==> src/rtl/bomberman_pkg.sv <==
// Shared types for the arena game: phase encodings, round outcome codes and
// the outcome/score helper functions used by the match sequencer.
package bomberman_pkg;

  localparam int HEALTH_W = 2;
  localparam int TIMER_W  = 7;
  localparam int SCORE_W  = 2;

  localparam logic [HEALTH_W-1:0] HEALTH_DEAD = 2'd0;
  localparam logic [SCORE_W-1:0]  SCORE_MAX   = 2'd3;

  typedef enum logic [2:0] {
    PH_IDLE      = 3'd0,
    PH_CLEAR     = 3'd1,
    PH_COUNTDOWN = 3'd2,
    PH_PLAY      = 3'd3,
    PH_ROUND_END = 3'd4,
    PH_MATCH_END = 3'd5,
    PH_PAUSED    = 3'd6
  } phase_e;

  typedef enum logic [1:0] {
    GS_NONE  = 2'b00,
    GS_A_WIN = 2'b01,
    GS_B_WIN = 2'b10,
    GS_DRAW  = 2'b11
  } gameState_e;

  // Knock-outs outrank a simultaneous time expiry; on expiry the healthier player wins.
  function automatic gameState_e roundOutcome(input logic [HEALTH_W-1:0] hpA,
                                              input logic [HEALTH_W-1:0] hpB,
                                              input logic                expired);
    gameState_e res;
    if ((hpA == HEALTH_DEAD) && (hpB == HEALTH_DEAD)) begin
      res = GS_DRAW;
    end else if (hpA == HEALTH_DEAD) begin
      res = GS_B_WIN;
    end else if (hpB == HEALTH_DEAD) begin
      res = GS_A_WIN;
    end else if (!expired) begin
      res = GS_NONE;
    end else if (hpA > hpB) begin
      res = GS_A_WIN;
    end else if (hpB > hpA) begin
      res = GS_B_WIN;
    end else begin
      res = GS_DRAW;
    end
    return res;
  endfunction

  function automatic logic [SCORE_W-1:0] scoreInc(input logic [SCORE_W-1:0] score);
    logic [SCORE_W-1:0] res;
    if (score == SCORE_MAX) begin
      res = score;
    end else begin
      res = score + 2'd1;
    end
    return res;
  endfunction

endpackage

==> src/rtl/match_sequencer_checker.sv <==
// Invariants of the match sequencer's registered outputs against its phase.
// Pause state (phase 6) is legal only with MATCH_SEQUENCER_PAUSE_EN defined.
module match_sequencer_checker
  import bomberman_pkg::*;
(
  input logic       clk,
  input logic       rst,
  input logic [2:0] phase,
  input logic       arenaRst,
  input logic       playEn,
  input logic       matchOver
);

  a_play_phase: assert property (@(posedge clk) disable iff (rst)
    playEn == (phase == PH_PLAY))
    else $error("play_en disagrees with phase %0d", phase);

  a_clear_phase: assert property (@(posedge clk) disable iff (rst)
    arenaRst == (phase == PH_CLEAR))
    else $error("arena_rst disagrees with phase %0d", phase);

  a_match_phase: assert property (@(posedge clk) disable iff (rst)
    matchOver == (phase == PH_MATCH_END))
    else $error("match_over disagrees with phase %0d", phase);

`ifdef MATCH_SEQUENCER_PAUSE_EN
  a_phase_legal: assert property (@(posedge clk) disable iff (rst)
    phase != 3'd7)
    else $error("illegal phase %0d", phase);
`else
  a_phase_legal: assert property (@(posedge clk) disable iff (rst)
    phase <= 3'd5)
    else $error("illegal phase %0d", phase);
`endif

endmodule

==> src/rtl/sec_down_counter.sv <==
// Loadable seconds down-counter shared by the countdown, round and hold timers.
// terminal flags a tick that takes the count from 1 to 0.
module sec_down_counter
  import bomberman_pkg::*;
(
  input  logic               clk,
  input  logic               rst,
  input  logic               load,
  input  logic [TIMER_W-1:0] loadVal,
  input  logic               tick,
  input  logic               freeze,
  output logic [TIMER_W-1:0] count,
  output logic               terminal
);

  localparam logic [TIMER_W-1:0] CNT_ZERO = 7'd0;
  localparam logic [TIMER_W-1:0] CNT_ONE  = 7'd1;

  // Count register: load wins over tick, and the count saturates at zero.
  always_ff @(posedge clk or posedge rst) begin
    if (rst) begin
      count <= CNT_ZERO;
    end else if (load) begin
      count <= loadVal;
    end else if (tick && !freeze && (count != CNT_ZERO)) begin
      count <= count - CNT_ONE;
    end else begin
      count <= count;
    end
  end

  assign terminal = tick & ~freeze & (count == CNT_ONE);

endmodule

==> src/rtl/match_sequencer.sv <==
// Round/match controller for the two-player arena game. Defining
// MATCH_SEQUENCER_PAUSE_EN adds a start-button pause during PLAY.
module match_sequencer
  import bomberman_pkg::*;
#(
  parameter int COUNTDOWN_SEC = 3,
  parameter int ROUND_SEC     = 99,
  parameter int HOLD_SEC      = 2,
  parameter int WIN_ROUNDS    = 2,
  parameter int CLEAR_CYCLES  = 4
) (
  input  logic       clk,
  input  logic       rst,
  input  logic       start,
  input  logic       sec_tick,
  input  logic [1:0] healthA,
  input  logic [1:0] healthB,
  output logic       arena_rst,
  output logic       play_en,
  output logic [2:0] phase,
  output logic [6:0] timer,
  output logic [1:0] game_state,
  output logic [1:0] scoreA,
  output logic [1:0] scoreB,
  output logic       match_over
);

  localparam logic [TIMER_W-1:0] COUNTDOWN_LD = TIMER_W'(COUNTDOWN_SEC);
  localparam logic [TIMER_W-1:0] ROUND_LD     = TIMER_W'(ROUND_SEC);
  localparam logic [TIMER_W-1:0] HOLD_LD      = TIMER_W'(HOLD_SEC);
  localparam logic [TIMER_W-1:0] TIMER_ZERO   = 7'd0;
  localparam logic [3:0]         CLEAR_LAST   = 4'(CLEAR_CYCLES - 1);
  localparam logic [SCORE_W-1:0] WIN_LD       = SCORE_W'(WIN_ROUNDS);

  phase_e             state_r;
  phase_e             nextState_s;
  gameState_e         gameState_r;
  gameState_e         nextGameState_s;
  gameState_e         outcome_s;
  logic [SCORE_W-1:0] scoreA_r;
  logic [SCORE_W-1:0] scoreB_r;
  logic [SCORE_W-1:0] nextScoreA_s;
  logic [SCORE_W-1:0] nextScoreB_s;
  logic [3:0]         clrCnt_r;
  logic [3:0]         nextClrCnt_s;
  logic               arenaRst_r;
  logic               playEn_r;
  logic               matchOver_r;
  logic               startArm_r;
  logic               startEdge_s;
  logic               cntLoad_s;
  logic [TIMER_W-1:0] cntLoadVal_s;
  logic               cntFreeze_s;
  logic [TIMER_W-1:0] timerCnt_s;
  logic               timerDone_s;

  // startArm_r means "start was low last cycle"; clearing it on reset makes a
  // button held through reset release count as no edge.
  assign startEdge_s = start & startArm_r;

  assign cntFreeze_s = ~((state_r == PH_COUNTDOWN) | (state_r == PH_PLAY) |
                         (state_r == PH_ROUND_END));

  assign outcome_s = roundOutcome(healthA, healthB, timerDone_s);

  sec_down_counter uSecTimer (
    .clk      (clk),
    .rst      (rst),
    .load     (cntLoad_s),
    .loadVal  (cntLoadVal_s),
    .tick     (sec_tick),
    .freeze   (cntFreeze_s),
    .count    (timerCnt_s),
    .terminal (timerDone_s)
  );

  // Next-state, timer load and score/outcome update decisions.
  always_comb begin
    nextState_s     = state_r;
    nextClrCnt_s    = 4'd0;
    nextGameState_s = gameState_r;
    nextScoreA_s    = scoreA_r;
    nextScoreB_s    = scoreB_r;
    cntLoad_s       = 1'b0;
    cntLoadVal_s    = TIMER_ZERO;
    case (state_r)
      PH_IDLE: begin
        if (startEdge_s) begin
          nextState_s     = PH_CLEAR;
          nextGameState_s = GS_NONE;
        end else begin
          nextState_s = PH_IDLE;
        end
      end
      PH_CLEAR: begin
        if (clrCnt_r == CLEAR_LAST) begin
          nextState_s  = PH_COUNTDOWN;
          cntLoad_s    = 1'b1;
          cntLoadVal_s = COUNTDOWN_LD;
        end else begin
          nextState_s  = PH_CLEAR;
          nextClrCnt_s = clrCnt_r + 4'd1;
        end
      end
      PH_COUNTDOWN: begin
        if (timerDone_s) begin
          nextState_s  = PH_PLAY;
          cntLoad_s    = 1'b1;
          cntLoadVal_s = ROUND_LD;
        end else begin
          nextState_s = PH_COUNTDOWN;
        end
      end
      PH_PLAY: begin
        // An outcome in the same cycle as a pause press takes precedence.
        if (outcome_s != GS_NONE) begin
          nextState_s     = PH_ROUND_END;
          nextGameState_s = outcome_s;
          cntLoad_s       = 1'b1;
          cntLoadVal_s    = HOLD_LD;
          if (outcome_s == GS_A_WIN) begin
            nextScoreA_s = scoreInc(scoreA_r);
          end else begin
            nextScoreA_s = scoreA_r;
          end
          if (outcome_s == GS_B_WIN) begin
            nextScoreB_s = scoreInc(scoreB_r);
          end else begin
            nextScoreB_s = scoreB_r;
          end
        end
`ifdef MATCH_SEQUENCER_PAUSE_EN
        else if (startEdge_s) begin
          nextState_s = PH_PAUSED;
        end
`endif
        else begin
          nextState_s = PH_PLAY;
        end
      end
      PH_ROUND_END: begin
        if (timerDone_s) begin
          if ((scoreA_r >= WIN_LD) || (scoreB_r >= WIN_LD)) begin
            nextState_s  = PH_MATCH_END;
            cntLoad_s    = 1'b1;
            cntLoadVal_s = TIMER_ZERO;
          end else begin
            nextState_s     = PH_CLEAR;
            nextGameState_s = GS_NONE;
          end
        end else begin
          nextState_s = PH_ROUND_END;
        end
      end
      PH_MATCH_END: begin
        if (startEdge_s) begin
          nextState_s     = PH_CLEAR;
          nextGameState_s = GS_NONE;
          nextScoreA_s    = 2'd0;
          nextScoreB_s    = 2'd0;
        end else begin
          nextState_s = PH_MATCH_END;
        end
      end
`ifdef MATCH_SEQUENCER_PAUSE_EN
      PH_PAUSED: begin
        if (startEdge_s) begin
          nextState_s = PH_PLAY;
        end else begin
          nextState_s = PH_PAUSED;
        end
      end
`endif
      default: begin
        nextState_s = PH_IDLE;
      end
    endcase
  end

  // State and output registers; outputs follow the state entered on this edge.
  always_ff @(posedge clk or posedge rst) begin
    if (rst) begin
      state_r     <= PH_IDLE;
      clrCnt_r    <= 4'd0;
      gameState_r <= GS_NONE;
      scoreA_r    <= 2'd0;
      scoreB_r    <= 2'd0;
      arenaRst_r  <= 1'b0;
      playEn_r    <= 1'b0;
      matchOver_r <= 1'b0;
      startArm_r  <= 1'b0;
    end else begin
      state_r     <= nextState_s;
      clrCnt_r    <= nextClrCnt_s;
      gameState_r <= nextGameState_s;
      scoreA_r    <= nextScoreA_s;
      scoreB_r    <= nextScoreB_s;
      arenaRst_r  <= (nextState_s == PH_CLEAR);
      playEn_r    <= (nextState_s == PH_PLAY);
      matchOver_r <= (nextState_s == PH_MATCH_END);
      startArm_r  <= ~start;
    end
  end

  assign phase      = state_r;
  assign timer      = timerCnt_s;
  assign game_state = gameState_r;
  assign scoreA     = scoreA_r;
  assign scoreB     = scoreB_r;
  assign arena_rst  = arenaRst_r;
  assign play_en    = playEn_r;
  assign match_over = matchOver_r;

  match_sequencer_checker uChecker (
    .clk       (clk),
    .rst       (rst),
    .phase     (phase),
    .arenaRst  (arenaRst_r),
    .playEn    (playEn_r),
    .matchOver (matchOver_r)
  );

endmodule

==> config.mk <==
export PLATFORM = sky130hd
export DESIGN_NAME = match_sequencer
export DESIGN_NICKNAME = d
export VERILOG_FILES = /design/src/rtl/bomberman_pkg.sv /design/src/rtl/match_sequencer_checker.sv /design/src/rtl/sec_down_counter.sv /design/src/rtl/match_sequencer.sv
export SDC_FILE = /design/constraint.sdc
export NUM_CORES = 1
export LEC_CHECK = 0
export BUFFER_PORTS_ARGS = -buffer_cell sky130_fd_sc_hd__buf_2
export CAP_MARGIN = 25
export CORE_MARGIN = 8
export CORE_UTILIZATION = 60
export DETAILED_ROUTE_END_ITERATION = 7
export HOLD_SLACK_MARGIN = 0.08
export PLACE_DENSITY = 0.84
export SLEW_MARGIN = 25
export SYNTH_ARGS = -nofsm -noshare
export SYNTH_HDL_FRONTEND = slang
export SYNTH_HIERARCHICAL = 1
export SYNTH_SLANG_ARGS = --single-unit
==> constraint.sdc <==
create_clock -name clk -period 5.1 [get_ports clk]
set_input_delay 1.02 -clock clk [delete_from_list [all_inputs] [get_ports clk]]
set_output_delay 1.02 -clock clk [all_outputs]
set_load 0.01 [all_outputs]
==> results of run 1 <==
-- placed cells by master (no fill, tap or decap), types with 2 or more instances in the layout --
master	count
nor4_1	6
nor3_1	3
a211oi_1	2
a31oi_1	2
clkbuf_4	3
ha_1	10
conb_1	3
o31a_1	2
nand2b_1	7
or3b_1	3
nor3b_1	2
dfrtp_1	24
or2_2	2
nand2_1	9
a211o_1	2
nand3_1	5
o21a_1	4
mux2_1	2
a21o_1	2
nor2b_1	6
o21ai_0	6
a21oi_1	6
nor3_2	3
nor2_1	14
inv_1	16
buf_2	26
o22ai_1	2
-- per-layer routing --
metal	wire, um	track usage (%)
met2	1910	31.9
met4	41	6.53
met1	1550	20.1
met5	0	0
met3	251	5.13
-- cells by family after synthesis --
logic type	after synthesis	share of synthesized area, %
fa+ha+maj	10	7.89
simple gates	71	27.1
xor+xnor	1	0.552
other cells	1	0.236
compound gates	41	18.7
mux	4	2.76
flops	24	37.9
buf+inv	20	4.97
-- sequential cells by signal, summed over array words and instances, names as in the netlist --
signal,count
startArm_r,1
scoreB,2
clrCnt_r,4
arena_rst,1
play_en,1
scoreA,2
match_over,1
uSecTimer/count,7
game_state,2
phase,3
-- stage by stage --
step	setup WS, ns	total power, mW	cells
final	2.16	0.982	232
after detailed placement	2.13	0.840	228
after floorplan	2.32	0.674	174
after CTS	2.22	0.984	232
after global routing	2.01	1.06	232
after global placement	2.26	0.810	228
-- how the worst max path moves through the flow --
stage	from	end	cells past startpoint
after detailed placement	sec_tick	uSecTimer/count[4]	9
after global placement	sec_tick	uSecTimer/count[4]	10
after global routing	phase[1]	uSecTimer/count[4]	10
after CTS	phase[1]	uSecTimer/count[4]	10
after floorplan	sec_tick	uSecTimer/count[6]	9
final	phase[1]	uSecTimer/count[4]	10
-- worst max-delay path, stage by stage (launching register included) --
cell and delay [ns]:
dfrtp_1 0.55, nand2b_2 0.30, o21a_1 0.23, nor2b_1 0.21
and4_1 0.42, nor2b_1 0.23, nand2b_1 0.14, o311ai_1 0.10
buf_4 0.26, nor3b_1 0.07, a221o_1 0.32
-- area by class of cell --
type	instances	area, um^2	share of cell area, %
clock buffers	3	22.5	1.25
clock inverters	1	30.0	1.66
inverters	17	63.8	3.53
multi-input cells	130	915	50.6
flip-flops and latches	24	601	33.2
well taps	30	37.5	2.08
repair buffers	27	138	7.62
-- power by group --
group          internal, mW  switching (mW)  leakage, nW
combinational         0.207           0.268        0.550
sequential            0.261           0.102        0.307
clock                0.0796          0.0637       0.0279
total                 0.548           0.434        0.885
==> results.toml, run 1 <==
[logic_synthesis]
synth_area_mm2 = 0.00159
avgSynthCellArea_um2 = 9.22
ys_ff_latch = 24
ys_types = 54
synth_flop_cell = "dfrtp_1"
synth_cells = 172
yosysSeqAreaShare_pct = 37.9
synth_top_area_share_pct = 37.9
synthTopCellsByCount = "dfrtp_1, inv_1, nor2_1, ha_1, nand2_1"
async_flop_share_pct = 100
yosysWarnings = 6
netlist_top_cells_area = "dfrtp_1, ha_1, inv_1"
synth_top_area_cell = "dfrtp_1"
synth_most_common_cell = "dfrtp_1"
synth_edf_count = 0

[setup_path]
reg2reg_to = "uSecTimer/count[4]"
start_kind = "flip-flop"
reg2reg_depth = 10
crit_path_end_kind = "flip-flop"
crit_type = "flip-flop to flip-flop"
arrival_ns = 3.18
path_max_fanout = 17
rr_startpoint = "phase[1]"
regToRegSetupSlack_ns = 2.16
required_ns = 5.34

[global_routing]
track_usage_pct = 18.0
antenna_found_initial = 0
grt_pass1_wl_mm = 6.43
first_global_vias = 1461
grt_max_degree = 18
grt_overflow_total = 0

[sta]
finalCritPeriodShare_pct = 57.6
hold_violations = 0
max_clock_freq_mhz = 340
worstMarginPinSlew_ns = 0.661
worst_clock_skew_ns = 0.00123
hold-worst-slack_ns = 0.504
rsz0062_at_grt = "false"
setup_tns_ns = 0
drv_slew = 0
relSlewSlack_pct = 55.9
period_needed_ns = 2.94
setup_violations = 0

[route]
drt_iter0_drc = 156
firstDrtPassIters = 4
vias = 1442
wl_mm = 3.75
wl_per_cell_um = 16.2
drt-vias-per-instance = 6.22
route.detailed.drc = 0
ant_nets = 0

[placed_design]
dpl_cell_area_mm2 = 0.00175
place_congestion = 0.887
hpwlAfterDp_mm = 2.89
port_buffers = 26

[clock_tree]
cts_hold_buf = 0
cts.path.max_buffers = 2
worstSkewPairLatency_ns = 0.33
root_buffer = "clkbuf_4"
post_cts_resized = 0
h-tree-depth = 1
cts_setup_buffers = 0
cts_buffers = 3
cts_tree = "built"
numClockSinks = 24
clkTransAtPathRegs_ns = 0.14

[floorplanning]
die_area_mm2 = 0.00455
num_io_pins = 27
row_count = 18
start_util_pct = 63.5
die_w_um = 67.4
fp.coreArea_mm2 = 0.00250
die_y_um = 67.4

[power]
ir_drop_uv = 432
power-per-cell-area_mw_per_mm2 = 544
p_leak_nw = 0.885

[job]
cap_violations = 0

[layout]
antennaDiodeCount = 0
nFillCells = 185
nNetsFinal = 221
drive_gt1_share_pct = 20.8
fin_area_mm2 = 0.00181
finish.utilization_pct = 72.3
syn2layout_area_growth_pct = 13.9

[min_path]
hold_class = "flip-flop to flip-flop"
min_from = "clrCnt_r[0]"
hold_path_depth = 1
hold_end = "clrCnt_r[0]"

[run_status]
status = "complete, no violations"
Power figures use the tool's default switching activity.
==> run 2, diff against run 1 <==
Settings changed: CORE_UTILIZATION 60 to 55, PLACE_DENSITY 0.84 to 0.78.
Clock period 5.1 ns to 2.8 ns, I/O delays scaled along.
==> run 2 against run 1 <==
Compared with the run above:
- final cell count increased by 1.3%
- combinational power rose by 93%
- clock skew increased by 0.0037 ns
==> results.toml, run 2 (synthesis results as in run 1) <==
[clock_tree]
h-tree-depth = 1
cts_tree = "built"
cts_setup_buffers = 0
clkTransAtPathRegs_ns = 0.13
worstSkewPairLatency_ns = 0.32
cts.path.max_buffers = 2
cts_hold_buf = 0
post_cts_resized = 0
root_buffer = "clkbuf_4"
cts_buffers = 3
numClockSinks = 24

[sta]
hold_violations = 0
max_clock_freq_mhz = 381
worst_clock_skew_ns = 0.00498
setup_tns_ns = 0
drv_slew = 0
period_needed_ns = 2.63
rsz0062_at_grt = "false"
worstMarginPinSlew_ns = 0.666
setup_violations = 0
relSlewSlack_pct = 55.6
finalCritPeriodShare_pct = 93.9

[job]
cap_violations = 0

[min_path]
hold_class = "input pin to async pin"

[layout]
largest_reg_flops = 7
finish.utilization_pct = 65.6
syn2layout_area_growth_pct = 14.0
mostFrequentLayoutCells = "buf_2, dfrtp_1, inv_1"
drive_gt1_share_pct = 22.1
nNetsFinal = 223
largest-register = "uSecTimer/count"
antennaDiodeCount = 0
layout_commonest_cell = "buf_2"
largestRegisters = "uSecTimer/count (7), clrCnt_r (4), phase (3)"

[floorplanning]
die_w_um = 69.7
die_y_um = 69.7
start_util_pct = 57.5
fp.coreArea_mm2 = 0.00276
num_io_pins = 27
row_count = 19
die_area_mm2 = 0.00486

[global_routing]
grt_pass1_wl_mm = 6.38
grt_overflow_total = 0
grt-busiest-layer = "met2"
track_usage_pct = 15.4
antenna_found_initial = 0
met3_usage_pct = 3.72
grt_use_met2_pct = 27.2
grt_use_met1_pct = 17.7
grt_max_degree = 18
first_global_vias = 1450

[power]
switching_share_pct = 45.3
p_int_mw = 0.948
p_leak_nw = 0.889
power_frac_seq_pct = 36.4
power-per-cell-area_mw_per_mm2 = 958
ir_drop_uv = 673
clockPowerShare_pct = 10.7
combPwrFrac_pct = 52.9
p_switching_mw = 0.784

[setup_path]
reg2reg_to = "uSecTimer/count[4]"
rr_startpoint = "phase[1]"
start_kind = "flip-flop"
regToRegSetupSlack_ns = 0.17
crit_type = "flip-flop to flip-flop"
arrival_ns = 2.89
path_max_fanout = 17
crit_path_end_kind = "flip-flop"
required_ns = 3.06
reg2reg_depth = 12

[route]
vias = 1430
route.detailed.drc = 0
wl_per_cell_um = 16.0
ant_nets = 0
drt-vias-per-instance = 6.09
firstDrtPassIters = 4
drt_iter0_drc = 106
wl_mm = 3.76

[run_status]
status = "complete, no violations"

[placed_design]
hpwlAfterDp_mm = 2.92
port_buffers = 26
place_congestion = 0.862
run 2: power by group through the flow:
stage                     Sequential, mW  Combinational [mW]  Clock [mW]
final                              0.630               0.916       0.185
after global routing               0.653                1.01       0.207
after detailed placement           0.637               0.913           0
after CTS                          0.629               0.918       0.197
after floorplan                    0.674               0.554           0
after global placement             0.625               0.868           0
run 2: metal layers:
metal / vias to the layer above / part of all wire, %
li1: 683 / -
met1: 686 / 44
met2: 55 / 49
met3: 6 / 5.6
met4: 0 / 0.77
met5: - / 0
run 2: stage by stage:
stage | total power, mW | instances | hold slack [ns] | cell area, um^2 | setup WS (ns)
floorplan | 1.23 | 174 | 0.363 | 1590 | 0.247
global placement | 1.49 | 231 | 0.454 | 1770 | 0.335
finish | 1.73 | 235 | 0.170 | 1810 | 0.172
detailed placement | 1.55 | 231 | 0.479 | 1770 | 0.218
global route | 1.87 | 235 | 0.181 | 1810 | 0.00412
CTS | 1.74 | 235 | 0.167 | 1810 | 0.183
run 2: final cells by class:
class | instances | area (um^2)
fill | 255 | 950
multi-input combinational | 130 | 916
sequential | 24 | 601
timing repair buffer | 29 | 153
inverter | 17 | 63.8
tap | 31 | 38.8
clock buffer | 4 | 36.3
run 2: worst max-delay path: stages (launching register included):
cell	delay (ns)
dfrtp_1	0.39
buf_4	0.17
nand2b_1	0.13
o21a_1	0.19
nor2b_1	0.08
and4_2	0.29
nor3_2	0.33
mux2i_1	0.13
nand2_1	0.10
o311ai_1	0.10
buf_4	0.21
a311oi_1	0.28
a221o_1	0.16
run 2: worst max-delay path by stage:
stage | from | cells after the start | to
floorplan | phase[1] | 11 | uSecTimer/count[2]
global placement | phase[1] | 10 | uSecTimer/count[4]
detailed placement | phase[1] | 10 | uSecTimer/count[4]
CTS | phase[1] | 10 | uSecTimer/count[4]
global route | phase[1] | 13 | uSecTimer/count[5]
finish | phase[1] | 12 | uSecTimer/count[4]
